`src/rtl/gf180mcu_fd_sc_mcu9t5v0__invpipe.sv`:
```
// Elastic registered inverter: WIDTH-bit beats inverted at capture and carried through DEPTH valid/ready stages.
// Optional per-bit polarity mask port POL enabled by macro GF180MCU_FD_SC_MCU9T5V0_INVPIPE_POL_EN.
module gf180mcu_fd_sc_mcu9t5v0__invpipe #(
  parameter int WIDTH = 8,
  parameter int DEPTH = 2,
  parameter int CNTW  = $clog2(DEPTH + 1)
) (
  input  logic             CLK,
  input  logic             RN,
  input  logic [WIDTH-1:0] I,
  input  logic             I_VLD,
  output logic             I_RDY,
  output logic [WIDTH-1:0] ZN,
  output logic             ZN_VLD,
  input  logic             ZN_RDY,
  output logic [CNTW-1:0]  CNT
`ifdef GF180MCU_FD_SC_MCU9T5V0_INVPIPE_POL_EN
  ,
  input  logic [WIDTH-1:0] POL
`endif
);

  logic [WIDTH-1:0] r_data [DEPTH];
  logic [DEPTH-1:0] r_vld;
  logic [CNTW-1:0]  r_cnt;

  logic [DEPTH-1:0] w_adv;
  logic             w_irdy;
  logic             w_in;
  logic             w_out;
  logic [WIDTH-1:0] w_cap;

`ifdef GF180MCU_FD_SC_MCU9T5V0_INVPIPE_POL_EN
  assign w_cap = I ^ POL;
`else
  assign w_cap = ~I;
`endif

  // Ready ripples from the head back to stage 0; a stage may move if any stage ahead has room.
  always_comb begin
    logic room;
    room   = ZN_RDY;
    w_adv  = '0;
    for (int k = DEPTH - 1; k >= 0; k--) begin
      w_adv[k] = r_vld[k] & room;
      room     = ~r_vld[k] | room;
    end
    w_irdy = room;
  end

  assign w_in   = I_VLD & w_irdy;
  assign w_out  = w_adv[DEPTH-1];
  assign I_RDY  = w_irdy;
  assign ZN     = r_data[DEPTH-1];
  assign ZN_VLD = r_vld[DEPTH-1];
  assign CNT    = r_cnt;

  always_ff @(posedge CLK) begin
    if (!RN) begin
      r_vld <= '0;
      r_cnt <= '0;
      for (int k = 0; k < DEPTH; k++) r_data[k] <= '0;
    end else begin
      if (w_in) r_data[0] <= w_cap;
      r_vld[0] <= w_in | (r_vld[0] & ~w_adv[0]);
      for (int k = 1; k < DEPTH; k++) begin
        if (w_adv[k-1]) r_data[k] <= r_data[k-1];
        r_vld[k] <= w_adv[k-1] | (r_vld[k] & ~w_adv[k]);
      end
      case ({w_in, w_out})
        2'b10:   r_cnt <= r_cnt + CNTW'(1);
        2'b01:   r_cnt <= r_cnt - CNTW'(1);
        default: r_cnt <= r_cnt;
      endcase
    end
  end

endmodule

```
`config.mk`:
```
export PLATFORM = sky130hd
export DESIGN_NAME = gf180mcu_fd_sc_mcu9t5v0__invpipe
export DESIGN_NICKNAME = d
export VERILOG_FILES = /design/src/rtl/gf180mcu_fd_sc_mcu9t5v0__invpipe.sv
export SDC_FILE = /design/constraint.sdc
export NUM_CORES = 1
export LEC_CHECK = 0
export ABC_AREA = 1
export BUFFER_PORTS_ARGS = -buffer_cell sky130_fd_sc_hd__buf_2
export CAP_MARGIN = 20
export CORE_MARGIN = 8
export CORE_UTILIZATION = 25
export CTS_CLUSTER_DIAMETER = 80
export DETAILED_ROUTE_END_ITERATION = 10
export PLACE_DENSITY = 0.4
export SETUP_SLACK_MARGIN = 0.5
export SLEW_MARGIN = 20
export SYNTH_ARGS = -nofsm -noshare
export SYNTH_HDL_FRONTEND = slang
export SYNTH_SLANG_ARGS = --single-unit
```
`constraint.sdc`:
```
create_clock -name CLK -period 1.5 [get_ports CLK]
set_input_delay 0.075 -clock CLK [delete_from_list [all_inputs] [get_ports CLK]]
set_output_delay 0.075 -clock CLK [all_outputs]
set_load 0.01 [all_outputs]
```
* Word level (Yosys, flattened, before mapping)
Memories as Yosys holds them, arrays and structs flattened.
Cells that the tools add are included.
** Storage, ports and cells
- Output and inout port bits :: 12
- Memories :: 1
- Memory bits (writable) :: 16
- Flip-flop bits (word level) :: 4
- Logic and storage cells :: 34
** Memories
- r_data :: depth 2, width 8, read ports 2, clocked after Yosys merged registers in 0, wr ports 2, line 23 : logic [WIDTH-1:0] r_data [DEPTH];
** Cells by class
- Reduce and logical (&&, ||, !) cells :: 1
- $add $sub $neg :: 2
- Bitwise operators :: 16
- Multiplexer cells :: 10
- Eq/ne operators :: 2
** Operator list (count)
- $mux W8 :: 2
- $not A8 Y8 :: 1
- $mux W1 :: 7
- $or A1 B1 Y1 :: 6
- $and A1 B1 Y1 :: 5
- $not A1 Y1 :: 4
- $pmux W2 S2 :: 1
- $add A2 B1 Y2 const B :: 1
- $eq A2 B1 Y1 const B :: 1
- $eq A2 B2 Y1 const B :: 1
- $reduce_bool A2 Y1 :: 1
- $sub A2 B1 Y2 const B :: 1

* Depth between registers and ports, before layout
Gate-level depths: netlist of the first run.
- Word-level depth :: 8
- Depth in mapped cells :: 9
- Gate-level depth less buffers :: 9

* Worst setup path after synthesis of the first run
OpenSTA, ideal clock, no wires.
- Path kind :: register to register
- Start point :: reg r_vld[1]
- End point :: reg r_cnt[1] (netlist: CNT[1])
- Setup slack :: 0.196 ns
- Data required time :: 1.436 ns
- Cell stages (with the launch flop) :: 9
- Clock period less this slack :: 1.304 ns
- Path buffers :: 0
- Data arrival time :: 1.240 ns
- Setup time :: 0.064 ns
- Path through :: dfxtp_1 -> nand3_2 -> nand2_1 -> ha_1 -> inv_1 -> nand2_1 -> nor2_1 -> nor2_1 -> nor2_1
** On the way
- Cells in the longest elaborated chain, start to end :: 6
** Ends and longest elaborated chain
- start, declared :: line 24 : logic [DEPTH-1:0] r_vld;
- start signal, assigned by index :: line 68 : r_vld[k] <= w_adv[k-1] | (r_vld[k] & ~w_adv[k]);
- $not A1 Y1 (*) :: line 46 : room = ~r_vld[k] | room;
- $or A1 B1 Y1 (*) (2 in series) :: line 46
- net I_RDY :: line 12 : output logic I_RDY,
- $and A1 B1 Y1 (*) :: line 51 : assign w_in = I_VLD & w_irdy;
- $eq A2 B1 Y1 / $eq A2 B2 Y1 (equally long branches) :: line 70 : case ({w_in, w_out})
- $pmux W2 S2 / $reduce_bool A2 Y1 (equally long branches)
- end signal, assigned :: line 71 : 2'b10: r_cnt <= r_cnt + CNTW'(1);
- end signal, assigned :: line 72 : 2'b01: r_cnt <= r_cnt - CNTW'(1);
- end signal, assigned :: line 73 : default: r_cnt <= r_cnt;
- end, declared :: line 25 : logic [CNTW-1:0] r_cnt;
Mark *: on every way through the listed nets, which the timed path passes. The rest lies on a longest branch.
A chain may end at the register's enable or synchronous reset.

* Worst setup path after layout of the first run
- Start point :: reg r_vld[1]
- End point :: reg r_cnt[1] (netlist: CNT[1])
** On the way
- Cells in the longest elaborated chain, start to end :: 6
** Ends and longest elaborated chain (line)
- $not A1 Y1 :: 46
- $or A1 B1 Y1 (2 in series) :: 46
- $and A1 B1 Y1 :: 51
- $eq A2 B1 Y1 / $eq A2 B2 Y1 (equally long branches) :: 70
- $pmux W2 S2 / $reduce_bool A2 Y1 (equally long branches)
Parallel ways exist; a longest one is shown, timed or not.

==> results of run 1 <==
## cells in the final DEF (no fill, tap or decap)
cell and n:
o21ai_0 1, buf_4 5, clkbuf_8 3, nand2_8 1, inv_4 1, a21oi_2 8, nand3_4 3, dfxtp_4 2
inv_1 5, edfxtp_1 16, bufinv_16 1, nand2_4 1, buf_2 23, a21boi_1 2, nand4_1 1, inv_2 1
ha_4 1, nand2_1 6, a21boi_2 6, nand2_2 1, buf_6 3, dfxtp_1 2, nor2_1 4, a21oi_1 3
## layout make-up
type                    instances  area share, %
clock buffers                   3           3.31
multi-input cells              38           26.6
repair buffers                 31           15.0
clock inverters                 1           2.41
flip-flops and latches         20           45.6
well taps                      48           4.82
inverters                       7           2.31
## per-layer routing
layer | track usage [%] | wire length, um | part of all wire (%) | vias up
li1 | - | - | - | 302
met1 | 6.45 | 741 | 45 | 259
met2 | 8.84 | 764 | 46 | 13
met3 | 2.56 | 111 | 6.7 | 2
met4 | 4.04 | 27 | 1.6 | 0
met5 | 0 | 0 | 0 | -
## sequential cells by signal (all words and copies together) (netlist names)
name and flops:
CNT 2, r_vld 2, r_data 16
## worst max-delay path: stages (launching register included)
cell	delay (ns)
dfxtp_4	0.37
nand3_4	0.09
nand2_4	0.07
ha_4	0.27
inv_4	0.03
nand2_1	0.05
nor2_1	0.03
nor2_1	0.08
nor2_1	0.04
## power groups by stage
stage                     combinational (W)  clock, W  sequential (W)
final                              0.000170  0.000548        0.000661
after global routing               0.000189  0.000577        0.000667
after CTS                          0.000168  0.000552        0.000663
after detailed placement           0.000148         0        0.000677
after global placement             0.000148         0        0.000676
after floorplan                    0.000111         0        0.000677
## repair_timing
action	in CTS	in global routing
endpoints found under the setup margin	34	35
hold endpoints to repair	0	0
pin swaps	5	2
resized for setup	8	8
buffers inserted	6	1
## through the flow
stage | power, W | instances | instance area (um2)
floorplan | 0.000788 | 75 | 990
global route | 0.00143 | 148 | 1250
finish | 0.00138 | 148 | 1250
global placement | 0.000824 | 137 | 1090
detailed placement | 0.000825 | 137 | 1090
CTS | 0.00138 | 147 | 1220
## cells by family (layout without fill, tap and decap cells)
logic type | after synthesis | after routing | synth area share (%)
adder cells (fa/ha/maj) | 1 | 1 | 1.36
flip-flops | 20 | 20 | 60.9
AO/OA/AOI/OAI | 20 | 20 | 17.1
buffers and inverters | 17 | 42 | 11.4
AND/OR/NAND/NOR | 17 | 17 | 9.24
## worst max path at each step
stage                   from       endpoint  slack [ns]  cells past startpoint
floorplan           r_vld[1]         CNT[1]        0.38                      8
global placement    r_vld[1]  r_data[0][12]        0.32                      3
detailed placement  r_vld[0]   r_data[0][3]        0.30                      4
CTS                 r_vld[1]         CNT[1]        0.33                      8
global route        r_vld[1]         CNT[1]        0.29                      8
finish              r_vld[1]         CNT[1]        0.36                      8
==> flow_metrics.tcl, run 1 <==
set metrics [dict create \
    status "finished, final reports clean" \
    num_io_pins 24 \
    hold_buffers 0 \
    diodes 0 \
    drt_iter0_drc 48 \
    max_slew.worst_pin.slew_ns 0.334 \
    gp_congestion 0.622 \
    synth_area_leaders "edfxtp_1 (52%), dfxtp_1 (8.7%), a21oi_2 (7.6%), buf_4 (7.3%), a21boi_0 (4.9%)" \
    rsz0062_at_grt "yes" \
    clkPwrFrac_pct 39.7 \
    power_frac_comb_pct 12.3 \
    finClkSkew_ns 0.00117 \
    report.final.slew_viol_count 0 \
    reg2reg_slack_ns 0.36 \
    synth_warnings 0 \
    die_area_um2 5880 \
    synth_edf_count 16 \
    post-dp-hpwl_um 1230 \
    syn_nets 88 \
    p_leak_nw 0.498 \
    period_needed_ns 1.14 \
    ys_ff_latch 20 \
    r2r_start "r_vld[1]" \
    seq_area_frac_synth_pct 60.9 \
    avgSynthCellArea_um2 12.3 \
    clk_pin_slew_ns 0.08 \
    relSlewSlack_pct 77.7 \
    drc 0 \
    peakVddDrop_mv 0.331 \
    rows 22 \
    synth.most_common_cell "edfxtp_1" \
    clock_path_buffers 2 \
    drt-vias-per-instance 3.89 \
    syn_area_um2 921 \
    pwr-share-seq_pct 47.9 \
    synth_top_area_share_pct 52.2 \
    grt_remaining_overflow 0 \
    synth_cell_types 15 \
    layout-drive-gt1-share_pct 60.0 \
    synth_top_cell_by_area "edfxtp_1" \
    synth_top_flop_cell "edfxtp_1" \
    cts_root_buf "clkbuf_8" \
    cts_tree "done" \
    startpoint_type "register" \
    holdPathStages 2 \
    setup_viol 0 \
    grt_usage_pct 5.84 \
    min_to "r_data[0][0]" \
    critPathRequiredTime_ns 1.66 \
    p_sw_share_pct 21.7 \
    p_switching_w 0.000300 \
    antenna_found_initial 0 \
    vias 576 \
    hold_ws_ns 0.0781 \
    preCtsSetupSlack_ns 0.299 \
    layout_setup_ws_ns 0.359 \
    cts_num_sinks 20 \
    cts.htree.levels 1 \
    numCtsBuffers 3 \
    rr_endpoint "CNT[1]" \
    worstHoldPathType "input port to register" \
    utilization_pct 34.6 \
    grt_pass1_vias 610 \
    internal_power_w 0.00108 \
    cp-end-kind "register" \
    layout.nets 114 \
    reg2reg_depth 8 \
    hold_path_startpoint "I[0]" \
    antenna_left 0 \
    synthToLayoutAreaGrowth_pct 35.3 \
    path_class "register to register" \
    p_per_area_nw_per_um2 1110 \
    fin_setup_tns_ns 0 \
    totalWireLength_um 1650 \
    crit_fanout 4 \
    multi_input_area_um2 332 \
    max_clock_freq_mhz 877 \
    port_buffers 23 \
    firstDrtPassIters 4 \
    clkLatencyLatePin_ns 0.26 \
    die_h_um 76.7 \
    dieWidth_um 76.7 \
    wl_per_cell_um 11.1 \
    grt_pass1_wl_um 2770 \
    core_um2 3610 \
    synthArstFlopShare_pct 0 \
    final-seq-area_um2 568 \
    netlist_top_cells_count "edfxtp_1 (16), buf_4 (9), nand2_1 (9)" \
    crit_arrival_ns 1.30 \
    initial_core_util_pct 25.5 \
    synthCells 75 \
    post-route-period-util_pct 76.1 \
    drv_cap 0 \
    final.fill_count 363 \
    hold_violations 0 \
    grt_max_degree 13 \
]
Power figures use the tool's default switching activity.
==> run 2: changes to the inputs <==
Settings changed: PLACE_DENSITY 0.4 to 0.41.
Clock period 1.5 ns to 1 ns, I/O delays scaled along.
==> run 2 against run 1 <==
The run now ends with setup timing left; clock skew about the same; flip-flop and latch count did not move; hold slack got worse by 0.021 ns; non-clock buffer count rose by 6.
==> flow_metrics.tcl, run 2 (synthesis results as in run 1) <==
set metrics [dict create \
    port_buffers 23 \
    drv_cap 0 \
    preCtsSetupSlack_ns -0.154 \
    p_per_area_nw_per_um2 1540 \
    worstHoldPathType "input port to register" \
    reg2reg_depth 5 \
    drt_iter0_drc 21 \
    max_flop_register "r_data" \
    path_cells "nand3_4, buf_4, nand3_4, clkbuf_16, a21boi_2" \
    clkLatencyLatePin_ns 0.26 \
    grt_pass1_vias 611 \
    cts_num_sinks 20 \
    firstDrtPassIters 3 \
    cts_tree "done" \
    wl_per_cell_um 12.4 \
    max_slew.worst_pin.slew_ns 0.275 \
    placedCellCount 141 \
    vias 606 \
    report.final.slew_viol_count 0 \
    holdPathStages 2 \
    grt_usage_pct 6.72 \
    path_class "register to register" \
    critPathMaxStageDelay_ns 0.37 \
    met2_usage_pct 9.86 \
    relSlewSlack_pct 81.7 \
    layout_setup_ws_ns -0.149 \
    crit_slowest_cell "dfxtp_4" \
    post-dp-hpwl_um 1270 \
    rsz0062_at_grt "yes" \
    clock_path_buffers 2 \
    peakVddDrop_mv 0.481 \
    die_h_um 76.7 \
    layout.nets 121 \
    p_sw_share_pct 21.5 \
    cp-end-kind "register" \
    crit_fanout 8 \
    layout-drive-gt1-share_pct 61.7 \
    clkPwrFrac_pct 38.1 \
    num_io_pins 24 \
    post-route-period-util_pct 115 \
    p_leak_nw 0.566 \
    critPathRequiredTime_ns 1.02 \
    grt_max_degree 17 \
    power_frac_comb_pct 14.7 \
    antenna_left 0 \
    hold_violations 0 \
    finClkSkew_ns 0.00140 \
    clk_pin_slew_ns 0.08 \
    period_needed_ns 1.15 \
    dieWidth_um 76.7 \
    hold_ws_ns 0.0574 \
    synthToLayoutAreaGrowth_pct 49.0 \
    drc 0 \
    crit_arrival_ns 1.17 \
    use_met1_pct 7.77 \
    cts.htree.levels 1 \
    initial_core_util_pct 25.5 \
    violations "setup timing" \
    grt_pass1_wl_um 3040 \
    grt_busiest_layer "met2" \
    internal_power_w 0.00166 \
    diodes 0 \
    use_met3_pct 2.10 \
    rows 22 \
    utilization_pct 38.1 \
    p_switching_w 0.000453 \
    startpoint_type "register" \
    grt_remaining_overflow 0 \
    largest_reg_flops 16 \
    antenna_found_initial 0 \
    totalWireLength_um 1920 \
    numCtsBuffers 3 \
    layout_common_cells "buf_2 (21), edfxtp_1 (16), a21oi_2 (10), buf_4 (8), inv_1 (6)" \
    status "complete, but fails checks" \
    stdcell_count 155 \
    die_area_um2 5880 \
    setup_viol 35 \
    cpMostUsedCell "nand3_4" \
    core_um2 3610 \
    max_clock_freq_mhz 870 \
    drt-vias-per-instance 3.91 \
    cts_root_buf "clkbuf_8" \
    final_common_cell "buf_2" \
    gp_congestion 0.704 \
    pwr-share-seq_pct 47.2 \
]
## run 2: per-stage QoR
stage	area (um2)	setup TNS [ns]	power, W
finish	1370	-4.37	0.00211
global route	1370	-5.98	0.00220
CTS	1300	-2.46	0.00211
detailed placement	1140	-2.30	0.00126
global placement	1140	-2.09	0.00126
floorplan	990	-1.95	0.00118
## run 2: layout make-up
cell class / count / area [um2]
repair buffers: 37 / 287
clock inverters: 1 / 30.0
inverters: 7 / 28.8
clock buffers: 3 / 41.3
multi-input cells: 39 / 354
well taps: 48 / 60.1
flip-flops and latches: 20 / 572
fillers: 358 / 2230
## run 2: power by group through the flow
stage | logic, W | clock network, W | registers (W)
2_1_floorplan | 0.000167 | 0 | 0.00102
3_3_place_gp | 0.000246 | 0 | 0.00101
3_5_place_dp | 0.000248 | 0 | 0.00102
4_1_cts | 0.000288 | 0.000829 | 0.000996
5_1_grt | 0.000340 | 0.000861 | 0.00100
6_report | 0.000311 | 0.000804 | 0.000996
## run 2: worst paths after layout
path                               start      endpoint  slack, ns
worst min register to register    CNT[0]        CNT[0]       0.47
worst max register to register  r_vld[1]  r_data[0][8]      -0.15
worst max-delay path            r_vld[1]  r_data[0][8]      -0.15
worst min-delay path                I[0]  r_data[0][0]       0.06
## run 2: layer usage
| layer | wire length [um] | part of all wire (%) |
|---|---|---|
| met1 | 793 | 41 |
| met4 | 40 | 2.1 |
| met3 | 100 | 5.2 |
| met2 | 981 | 51 |
| met5 | 0 | 0 |
## run 2: what timing repair did
action                     in CTS  in global routing
pin swaps                       1                  0
cloned                          1                  1
hold buffers                    0                  0
resized for setup              11                  9
setup endpoints to repair      48                 48
buffers inserted                5                  3
## run 2: critical path, delay by kind of cell, from the launching register on
family | cells | cell delay (ns)
buffers and inverters | 2 | 0.32
AO/OA/AOI/OAI | 1 | 0.05
AND/OR/NAND/NOR | 2 | 0.16
flip-flops | 1 | 0.37
